$ cat src/rtl/muldiv_pkg.sv
// Shared constants and types for the iterative multiply/divide unit.
package muldiv_pkg;

    localparam int XLEN = 32;

    localparam logic [1:0] OP_MULT  = 2'b00;
    localparam logic [1:0] OP_MULTU = 2'b01;
    localparam logic [1:0] OP_DIV   = 2'b10;
    localparam logic [1:0] OP_DIVU  = 2'b11;

    localparam logic [XLEN-1:0] DIV0_LO = 32'hFFFF_FFFF;

    typedef enum logic [1:0] {
        IDLE,
        CALC,
        FIX
    } state_t;

endpackage

$ cat src/rtl/muldiv_neg.sv
// Conditional two's-complement negate of a W-bit value.
module muldiv_neg #(
    parameter int W = 32
) (
    input  logic         i_neg,
    input  logic [W-1:0] i_val,
    output logic [W-1:0] o_val
);

    assign o_val = i_neg ? ((~i_val) + W'(1)) : i_val;

endmodule

$ cat src/rtl/muldiv_unit.sv
// Iterative 32-bit MULT/MULTU/DIV/DIVU unit holding the HI/LO pair.
module muldiv_unit
    import muldiv_pkg::*;
(
    input  logic            clk,
    input  logic            res,
    input  logic            start,
    input  logic [1:0]      op,
    input  logic            mthi,
    input  logic            mtlo,
    input  logic [XLEN-1:0] rs_val,
    input  logic [XLEN-1:0] rt_val,
    output logic            busy,
    output logic            done,
    output logic            div_zero,
    output logic [XLEN-1:0] hi,
    output logic [XLEN-1:0] lo
);

    state_t            r_state;
    state_t            w_next;
    logic [4:0]        r_cnt;
    logic [63:0]       r_acc;
    logic [XLEN-1:0]   r_opb;
    logic              r_div;
    logic              r_dz;
    logic              r_neg_lo;
    logic              r_neg_hi;
    logic [XLEN-1:0]   r_hi;
    logic [XLEN-1:0]   r_lo;
    logic              r_done;
    logic              r_div_zero;
    logic              w_busy;

    logic              w_signed;
    logic              w_sa;
    logic              w_sb;
    logic              w_rt_zero;
    logic [XLEN-1:0]   w_abs_a;
    logic [XLEN-1:0]   w_abs_b;
    logic [32:0]       w_sum;
    logic [32:0]       w_trial;
    logic [63:0]       w_step;
    logic [63:0]       w_prod;
    logic [XLEN-1:0]   w_quo;
    logic [XLEN-1:0]   w_rem;

    assign w_signed  = ~op[0];
    assign w_sa      = w_signed & rs_val[XLEN-1];
    assign w_sb      = w_signed & rt_val[XLEN-1];
    assign w_rt_zero = (rt_val == '0);

    muldiv_neg #(.W(XLEN)) u_abs_a (
        .i_neg(w_sa), .i_val(rs_val), .o_val(w_abs_a)
    );
    muldiv_neg #(.W(XLEN)) u_abs_b (
        .i_neg(w_sb), .i_val(rt_val), .o_val(w_abs_b)
    );
    muldiv_neg #(.W(64)) u_fix_p (
        .i_neg(r_neg_lo), .i_val(r_acc), .o_val(w_prod)
    );
    muldiv_neg #(.W(XLEN)) u_fix_q (
        .i_neg(r_neg_lo), .i_val(r_acc[31:0]), .o_val(w_quo)
    );
    muldiv_neg #(.W(XLEN)) u_fix_r (
        .i_neg(r_neg_hi), .i_val(r_acc[63:32]), .o_val(w_rem)
    );

    // Shared register: product {hi,lo} for mult, {remainder,quotient} for div.
    assign w_sum   = {1'b0, r_acc[63:32]} + {1'b0, r_opb};
    assign w_trial = r_acc[63:31] - {1'b0, r_opb};

    always_comb begin
        w_step = r_acc;
        if (r_div) begin
            if (w_trial[32])
                w_step = {r_acc[62:0], 1'b0};
            else
                w_step = {w_trial[31:0], r_acc[30:0], 1'b1};
        end else begin
            if (r_acc[0])
                w_step = {w_sum, r_acc[31:1]};
            else
                w_step = {1'b0, r_acc[63:1]};
        end
    end

    always_ff @(posedge clk or negedge res) begin
        if (!res)
            r_state <= IDLE;
        else
            r_state <= w_next;
    end

    always_comb begin
        w_next = r_state;
        unique case (r_state)
            IDLE: if (start) w_next = (op[1] & w_rt_zero) ? FIX : CALC;
            CALC: if (r_cnt == 5'd31) w_next = FIX;
            FIX:  w_next = IDLE;
            default: w_next = IDLE;
        endcase
    end

    always_comb begin
        w_busy = (r_state != IDLE);
    end

    always_ff @(posedge clk or negedge res) begin
        if (!res) begin
            r_cnt      <= '0;
            r_acc      <= '0;
            r_opb      <= '0;
            r_div      <= 1'b0;
            r_dz       <= 1'b0;
            r_neg_lo   <= 1'b0;
            r_neg_hi   <= 1'b0;
            r_hi       <= '0;
            r_lo       <= '0;
            r_done     <= 1'b0;
            r_div_zero <= 1'b0;
        end else begin
            r_done <= 1'b0;
            unique case (r_state)
                IDLE: begin
                    if (start) begin
                        r_cnt      <= '0;
                        r_div_zero <= 1'b0;
                        r_div      <= op[1];
                        r_dz       <= op[1] & w_rt_zero;
                        r_opb      <= w_abs_b;
                        r_neg_lo   <= w_sa ^ w_sb;
                        r_neg_hi   <= w_sa;
                        r_acc      <= {32'b0, (op[1] & w_rt_zero) ? rs_val : w_abs_a};
                    end else begin
                        if (mthi) r_hi <= rs_val;
                        if (mtlo) r_lo <= rs_val;
                    end
                end
                CALC: begin
                    r_acc <= w_step;
                    r_cnt <= r_cnt + 5'd1;
                end
                FIX: begin
                    r_done <= 1'b1;
                    if (r_dz) begin
                        r_hi       <= r_acc[31:0];
                        r_lo       <= DIV0_LO;
                        r_div_zero <= 1'b1;
                    end else if (r_div) begin
                        r_hi <= w_rem;
                        r_lo <= w_quo;
                    end else begin
                        {r_hi, r_lo} <= w_prod;
                    end
                end
                default: ;
            endcase
        end
    end

    assign busy     = w_busy;
    assign done     = r_done;
    assign div_zero = r_div_zero;
    assign hi       = r_hi;
    assign lo       = r_lo;

endmodule

$ cat config.mk
export PLATFORM = sky130hd
export DESIGN_NAME = muldiv_unit
export DESIGN_NICKNAME = d
export VERILOG_FILES = /design/src/rtl/muldiv_pkg.sv /design/src/rtl/muldiv_neg.sv /design/src/rtl/muldiv_unit.sv
export SDC_FILE = /design/constraint.sdc
export NUM_CORES = 1
export LEC_CHECK = 0
export CORE_MARGIN = 2
export CORE_UTILIZATION = 29
export DETAILED_ROUTE_END_ITERATION = 8
export PLACE_DENSITY = 0.53
export SLEW_MARGIN = 30
export SYNTH_ARGS = -nofsm -noshare
export SYNTH_HDL_FRONTEND = slang
export SYNTH_HIERARCHICAL = 1
export SYNTH_SLANG_ARGS = --single-unit
$ cat constraint.sdc
create_clock -name clk -period 4.5 [get_ports clk]
set_clock_uncertainty 0.05 [all_clocks]
set_input_delay 0.675 -clock clk [delete_from_list [all_inputs] [get_ports clk]]
set_output_delay 0.675 -clock clk [all_outputs]
set_load 0.05 [all_outputs]
==> results by group, run 1 <==
Status
  • Outcome: finished, final reports clean

Global route
  • Tot GR Track Use: 19.4%
  • Global-route wire length before repair: 97,400 µm
  • Grt ovf: 0
  • Vias in the first global route: 16.6k
  • Largest net degree at the start of global routing: 79
  • Initial antenna violation count: 0

Final layout
  • N_diodes: 0
  • Layout area overhead: 16.9%
  • Layout Nets: 2,433
  • Filler Cell Count: 6,398
  • Finished Cell Area: 20,900 µm²
  • Non-Filler Instances: 3,092
  • Area of the multi-input gates: 12,800 µm²
  • Final core occ: 34.1%
  • Layout cells sized above 1: 10.7%
  • Storage element area: 4340 µm²

STA
  • Final Hold Viols: 0
  • Period utilisation layout: 85.5%
  • Final setup fails: 0
  • F_max: 260 MHz
  • Slew HR: 46.5%
  • Worst setup margin: 0.654 ns
  • Worst hold slack: 0.188 ns
  • Measured slew at the worst slew-check pin: 0.802 ns
  • RSZ-0062 raised after global routing: no
  • Setup TNS: 0 ns
  • Post-route minimum period: 3.85 ns
  • Fin. max-slew vios: 0

Routing
  • Metal-1 WL: 28,800 µm
  • Starting DRC count in detailed routing: 1,190
  • DRC Markers: 0
  • Met2 Routed Length: 28,600 µm
  • Pre-antenna DRT Iters: 5
  • Routed WL: 61,700 µm
  • Final antenna-violating net count: 0
  • Max Used Layer: met4
  • Via/cell ratio: 5.57
  • Met3 wire length: 2750 µm
  • Vias: 17.2k
  • DR WL/cell: 20.0 µm

Synthesis
  • Mapped Area: 17,900 µm²
  • Register area share after synthesis: 24.2%
  • Avg Cell Area, Syn: 8.15 µm²
  • Top-area cell type share of the netlist area: 24.2%
  • Ys Warns: 6
  • Post-Syn Instances: 2,194
  • Syn_nets: 2,338
  • Netlist cell types: 95
  • Top_reg_cell synth: dfrtp_1
  • Top cells by area, synth: dfrtp_1 (24%), xnor2_1 (10%), a21oi_1 (6.1%)
  • EDFF count, synth: 0
  • Area leader, netlist: dfrtp_1
  • Count leader, synth: a21oi_1
  • Synthesized flop and latch total: 173
  • Most frequent cells after synthesis: a21oi_1 (219), nand2_1 (212), xnor2_1 (210)
  • Post-synth ARST share: 100%

Placement
  • Pre-CTS setup slack: 0.677 ns
  • DP Wirelength: 46,100 µm
  • Routability cong.: 0.924
  • Area after DPL: 20,300 µm²
  • IO Port Bufs: 137
  • Placed Cells: 3,060

Setup path
  • Critical Path Source Type: register
  • Worst-path cell chain: inv_1 -> ha_1 -> fa_1 -> and2b_1 -> o22a_2 -> a21oi_1 -> o311a_4 -> o21ai_4 -> xor2_4 -> buf_4 -> mux2i_1 -> a221oi_1 -> a21o_1
  • Slowest stage delay, CP: 0.52 ns
  • Max FO, Critical Path: 11
  • Data required, critical path: 4.85 ns
  • Worst Setup End Kind: register
  • Kind of critical path: register to register
  • Arrival @ worst endpoint: 4.19 ns
  • Slowest-stage cell, CP: dfrtp_1

Pwr
  • VDD IR max: 0.437 mV
  • Tot Pwr: 19.0 mW
  • Reg power frac: 19.3%
  • Static Leak: 7.68 nW
  • P per Cell Area: 909 nW/µm²
  • Part of the power in the clock network: 8.5%
  • Internal: 8.88 mW
  • Gate power share: 72.2%
  • Switching power total: 10.1 mW
  • Switching Share: 53.2%

Clock tree
  • CTS max path bufs: 2
  • CTS tree: built
  • Post-cts resize count: 0
  • Postcts setup bufs: 0
  • Reg clk slew, reported paths: 0.07 ns
  • H-tree depth: 4
  • Clock latency on the worst-skew pair: 0.50 ns
  • CTS Hold Buffers Added: 0
  • Root buffer cell: clkbuf_16
  • # clock sinks: 173
  • Cts bufs inserted: 17

Run
  • Max cap viols: 0

Floorplanning
  • Horiz. Die Dim: 252 µm
  • Core Rows: 91
  • Ports: 138
  • Starting Density: 29.1%
  • Die Span Y: 252 µm
  • Die area: 63,700 µm²
  • Core ar.: 61,400 µm²

Hold path
  • Tightest Hold Check Type: input port to async pin
cells by family after synthesis:
kind of cell / count (synthesis) / synth area share [%]
adders and majority gates: 73 / 5.19
AOI/OAI and AO/OA: 727 / 26.9
muxes: 140 / 8.09
and+or+nand+nor: 653 / 19.5
xor gates and xnor gates: 237 / 11.8
DFF: 173 / 24.2
buffers and inverters: 191 / 4.30
sequential cells by signal, summed over array words and instances, names as in the netlist:
| register | flops |
|---|---|
| lo | 32 |
| div_zero | 1 |
| r_cnt | 5 |
| r_dz | 1 |
| hi | 32 |
| r_neg_lo | 1 |
| r_acc | 64 |
| done | 1 |
| r_neg_hi | 1 |
| r_opb | 32 |
| r_div | 1 |
| r_state | 2 |
area by class of cell:
type,count,share of cell area [%]
sequential,173,20.7
clock buffer,19,2.17
inverter,67,1.20
multi-input combinational,1830,61.3
tap,790,4.73
clock inverter,13,0.724
timing repair buffer,200,9.13
cells in the final DEF (no fill, tap or decap), types with 30 or more instances in the layout:
cell type,instances
nand2_1,212
dfrtp_1,169
xnor2_1,210
inv_1,66
ha_1,71
a21oi_1,219
mux2_2,36
o22ai_1,36
buf_4,58
a211oi_1,53
o31ai_1,59
o21ai_0,173
mux2i_1,104
nor3_1,31
nor2_1,182
o41ai_1,30
clkdlybuf4s50_1,136
routing by layer:
metal,track usage (%),vias up
li1,-,8291
met1,26.5,8370
met2,31.5,468
met3,2.61,80
met4,6.39,0
met5,0,-
power by group through the flow:
stage / logic (mW) / clock network (mW) / registers (mW)
6_report: 13.7 / 1.62 / 3.67
5_1_grt: 15.0 / 1.71 / 3.81
4_1_cts: 13.6 / 1.66 / 3.65
3_5_place_dp: 13.5 / 0 / 3.68
3_3_place_gp: 13.5 / 0 / 3.66
2_1_floorplan: 9.00 / 0 / 4.36
worst max-delay path: cells and delay by family, from the launching register on:
family,cells,cell delay [ns]
buffers and inverters,2,0.38
and+or+nand+nor,1,0.24
DFF,1,0.52
AOI/OAI and AO/OA,6,1.31
muxes,1,0.20
adders and majority gates,2,0.64
xor gates and xnor gates,1,0.41
path summary, 6_finish.rpt:
kind | startpoint | endpoint | slack [ns] | cells after the start
setup / recovery | r_acc[31]$_DFFE_PN0P_ | r_acc[45]$_DFFE_PN0P_ | 0.65 | 13
hold / removal | res | lo[3]$_DFFE_PN0P_ | 0.19 | 1
setup reg to reg | r_acc[31]$_DFFE_PN0P_ | r_acc[45]$_DFFE_PN0P_ | 0.65 | 13
hold reg to reg | lo[1]$_DFFE_PN0P_ | lo[1]$_DFFE_PN0P_ | 0.43 | 2
max in group asynchronous | res | r_div$_DFFE_PN0P_ | 3.25 | 2
min in group clk | lo[1]$_DFFE_PN0P_ | lo[1]$_DFFE_PN0P_ | 0.43 | 2
Power figures use the tool's default switching activity.
==> inputs of run 2 (changes only) <==
--- a/config.mk
+++ b/config.mk
@@ -8,9 +8,9 @@
 export CORE_MARGIN = 2
 export CORE_UTILIZATION = 29
 export DETAILED_ROUTE_END_ITERATION = 8
-export PLACE_DENSITY = 0.53
+export MAX_ROUTING_LAYER = met4
+export PLACE_DENSITY = 0.56
 export SLEW_MARGIN = 30
 export SYNTH_ARGS = -nofsm -noshare
 export SYNTH_HDL_FRONTEND = slang
-export SYNTH_HIERARCHICAL = 1
 export SYNTH_SLANG_ARGS = --single-unit
==> run 2 against run 1 <==
Against the previous run:
- die area fell by 16%
- largest power group unchanged
- core utilization grew 0.58 points
- global-route usage up 1.9 points
==> results by group, run 2 <==
Pwr
  • P per Cell Area: 943 nW/µm² (was 909 nW/µm²)
  • Tot Pwr: 16.7 mW (was 19.0 mW)
  • VDD IR max: 0.516 mV (was 0.437 mV)
  • Static Leak: 7.30 nW (was 7.68 nW)

Synthesis
  • Top cells by area, synth: dfrtp_1 (29%), ha_1 (5.8%), o21ai_0 (5.8%) (was dfrtp_1 (24%), xnor2_1 (10%), a21oi_1 (6.1%))
  • Top-area cell type share of the netlist area: 28.9% (was 24.2%)
  • EDFF count, synth: 0 (unchanged)
  • Netlist cell types: 75 (was 95)
  • Register area share after synthesis: 28.9% (was 24.2%)
  • Area leader, netlist: dfrtp_1 (unchanged)
  • Post-synth ARST share: 100% (unchanged)
  • Mapped Area: 15,000 µm² (was 17,900 µm²)
  • Synthesized flop and latch total: 173 (unchanged)
  • Top_reg_cell synth: dfrtp_1 (unchanged)
  • Avg Cell Area, Syn: 7.97 µm² (was 8.15 µm²)
  • Post-Syn Instances: 1,880 (was 2,194)
  • Count leader, synth: nand2_1 (was a21oi_1)
  • Ys Warns: 0 (was 6)
  • Most frequent cells after synthesis: nand2_1 (186), dfrtp_1 (173), o21ai_0 (173) (was a21oi_1 (219), nand2_1 (212), xnor2_1 (210))
  • Syn_nets: 2,023 (was 2,338)

Placement
  • Pre-CTS setup slack: 0.233 ns (was 0.677 ns)
  • Routability cong.: 0.928 (was 0.924)
  • Area after DPL: 17,100 µm² (was 20,300 µm²)
  • IO Port Bufs: 137 (unchanged)
  • Placed Cells: 2,612 (was 3,060)
  • DP Wirelength: 41,900 µm (was 46,100 µm)

Routing
  • Via/cell ratio: 5.56 (was 5.57)
  • Routed WL: 55,800 µm (was 61,700 µm)
  • Final antenna-violating net count: 0 (unchanged)
  • Pre-antenna DRT Iters: 8 (was 5)
  • Vias: 14.7k (was 17.2k)
  • DRC Markers: 0 (unchanged)
  • Starting DRC count in detailed routing: 1,399 (was 1,190)
  • DR WL/cell: 21.1 µm (was 20.0 µm)

STA
  • Measured slew at the worst slew-check pin: 0.999 ns (was 0.802 ns)
  • RSZ-0062 raised after global routing: no (unchanged)
  • Final Hold Viols: 0 (unchanged)
  • Fin. max-slew vios: 0 (unchanged)
  • Post-route minimum period: 3.85 ns (about the same)
  • Worst setup margin: 0.649 ns (was 0.654 ns)
  • Worst hold slack: 0.160 ns (was 0.188 ns)
  • Setup TNS: 0 ns (unchanged)
  • Period utilisation layout: 85.6% (was 85.5%)
  • Slew HR: 32.8% (was 46.5%)
  • Final setup fails: 0 (unchanged)
  • F_max: 260 MHz (about the same)

Setup path
  • Critical Path Source Type: register (unchanged)
  • Slowest stage delay, CP: 0.63 ns (was 0.52 ns)
  • Slowest-stage cell, CP: or4_1 (was dfrtp_1)
  • Max FO, Critical Path: 8 (was 11)
  • Crit path depth: 9 (was 13)
  • Data required, critical path: 4.79 ns (was 4.85 ns)
  • RR Endpoint: hi[6]$_DFFE_PN0P_ (was r_acc[45]$_DFFE_PN0P_)
  • Crit path buffers/inverters: 1 (was 2)
  • Worst Setup End Kind: register (unchanged)
  • Crit-path leading delay family: simple AND/OR/NAND/NOR gates (was compound AO/OA/AOI/OAI gates)
  • Worst-path cell chain: or4_1 -> nor3_1 -> nand4_1 -> buf_4 -> nor4_1 -> nor2_1 -> o31ai_1 -> xor2_1 -> o21ai_0 (was inv_1 -> ha_1 -> fa_1 -> and2b_1 -> o22a_2 -> a21oi_1 -> o311a_4 -> o21ai_4 -> xor2_4 -> buf_4 -> mux2i_1 -> a221oi_1 -> a21o_1)
  • Kind of critical path: register to register (unchanged)
  • Worst Reg2Reg Path Length in Cells: 9 (was 13)
  • Reg2Reg Launch Point: r_acc[17]$_DFFE_PN0P_ (was r_acc[31]$_DFFE_PN0P_)
  • Arrival @ worst endpoint: 4.14 ns (was 4.19 ns)
  • R2R Setup Slk: 0.65 ns (about the same)

Final layout
  • Max reg flops: 64 (unchanged)
  • Layout Nets: 2,094 (was 2,433)
  • Finished Cell Area: 17,700 µm² (was 20,900 µm²)
  • Filler Cell Count: 5,378 (was 6,398)
  • Layout cells sized above 1: 6.21% (was 10.7%)
  • Non-Filler Instances: 2,646 (was 3,092)
  • Area of the multi-input gates: 9900 µm² (was 12,800 µm²)
  • Final core occ: 34.6% (was 34.1%)
  • Register with the most flip-flops: r_acc (unchanged)
  • Layout area overhead: 18.4% (was 16.9%)
  • Most common cell after layout, fill and taps aside: nand2_1 (was a21oi_1)
  • Storage element area: 4330 µm² (was 4340 µm²)
  • Most frequent cells in the layout: nand2_1 (185), o21ai_0 (173), dfrtp_1 (172) (was a21oi_1 (219), nand2_1 (212), xnor2_1 (210))

Clock tree
  • # clock sinks: 173 (unchanged)
  • CTS tree: built (unchanged)
  • Clock latency on the worst-skew pair: 0.48 ns (was 0.50 ns)
  • Post-cts resize count: 0 (unchanged)
  • Reg clk slew, reported paths: 0.09 ns (was 0.07 ns)
  • CTS Hold Buffers Added: 0 (unchanged)
  • Cts bufs inserted: 17 (unchanged)
  • H-tree depth: 4 (unchanged)
  • CTS max path bufs: 2 (unchanged)
  • Root buffer cell: clkbuf_16 (unchanged)
  • Postcts setup bufs: 0 (unchanged)

Floorplanning
  • Die area: 53,500 µm² (was 63,700 µm²)
  • Starting Density: 29.3% (was 29.1%)
  • Ports: 138 (unchanged)
  • Core Rows: 83 (was 91)
  • Core ar.: 51,200 µm² (was 61,400 µm²)
  • Horiz. Die Dim: 231 µm (was 252 µm)
  • Die Span Y: 231 µm (was 252 µm)

Hold path
  • Tightest Hold Check Type: input port to async pin (unchanged)

Global route
  • Grt ovf: 0 (unchanged)
  • Global-route wire length before repair: 85,800 µm (was 97,400 µm)
  • Vias in the first global route: 14.2k (was 16.6k)
  • Tot GR Track Use: 21.3% (was 19.4%)
  • Initial antenna violation count: 2 (was 0)
  • Largest net degree at the start of global routing: 86 (was 79)

Run
  • Max cap viols: 0 (unchanged)

Status
  • Outcome: finished, final reports clean (unchanged)
run 2: changes by cell type after synthesis, sizes merged, moves of 40 or more:
| cell | before | now |
|---|---|---|
| xor2 | 26 | 79 |
| nor2 | 186 | 143 |
| o31ai | 66 | 26 |
| xnor2 | 211 | 98 |
| o41ai | 53 | 13 |
| a21oi | 219 | 134 |
run 2: worst max-delay path by stage:
stage                                     start                     to  slack, ns
after floorplan                       rs_val[9]  r_acc[27]$_DFFE_PN0P_       0.94
after global placement                rs_val[9]  r_acc[31]$_DFFE_PN0P_       0.23
after detailed placement              rs_val[9]  r_acc[31]$_DFFE_PN0P_       0.23
after CTS                 r_acc[32]$_DFFE_PN0P_  r_acc[55]$_DFFE_PN0P_       0.67
after global routing      r_acc[32]$_DFFE_PN0P_  r_acc[55]$_DFFE_PN0P_       0.51
final                     r_acc[17]$_DFFE_PN0P_      hi[6]$_DFFE_PN0P_       0.65
run 2: power by group:
group | total, mW | internal (mW) | leakage (nW) | switching (mW)
Sequential | 3.53 | 2.32 | 2.07 | 1.21
Combinational | 11.7 | 4.59 | 4.95 | 7.09
Clock | 1.51 | 0.736 | 0.285 | 0.775
run 2: cell families (layout without fill, tap and decap cells):
kind of cell | Yosys count | in the layout | share of synthesized area, %
AOI/OAI and AO/OA | 605 | 605 | 25.7
buffers and inverters | 210 | 294 | 5.27
adders and majority gates | 72 | 72 | 6.11
and+or+nand+nor | 557 | 557 | 17.9
other | 0 | 2 | 0
xor gates and xnor gates | 177 | 177 | 10.3
muxes | 86 | 86 | 5.77
DFF | 173 | 173 | 28.9
run 2: cell type report:
type,count,area share [%]
diodes,2,0.0282
clock inverters,15,0.854
multi-input cells,1497,55.8
well taps,680,4.80
clock buffers,17,2.40
flip-flops and latches,173,24.4
inverters,71,1.50
repair buffers,191,10.2
run 2: worst reg2reg max path, delay by kind of cell (launching register included):
kind                      cells  cell delay [ns]
DFF                           1             0.48
AOI/OAI and AO/OA             2             0.43
xor gates and xnor gates      1             0.46
buffers and inverters         1             0.19
and+or+nand+nor               5             2.11
run 2: layer usage:
| metal | track usage [%] | vias up | wire length, µm |
|---|---|---|---|
| li1 | - | 7022 | - |
| met1 | 28.5 | 7024 | 25300 |
| met2 | 32.6 | 599 | 25100 |
| met3 | 3.62 | 78 | 3990 |
| met4 | 7.16 | 0 | 1470 |
| met5 | - | - | 0 |
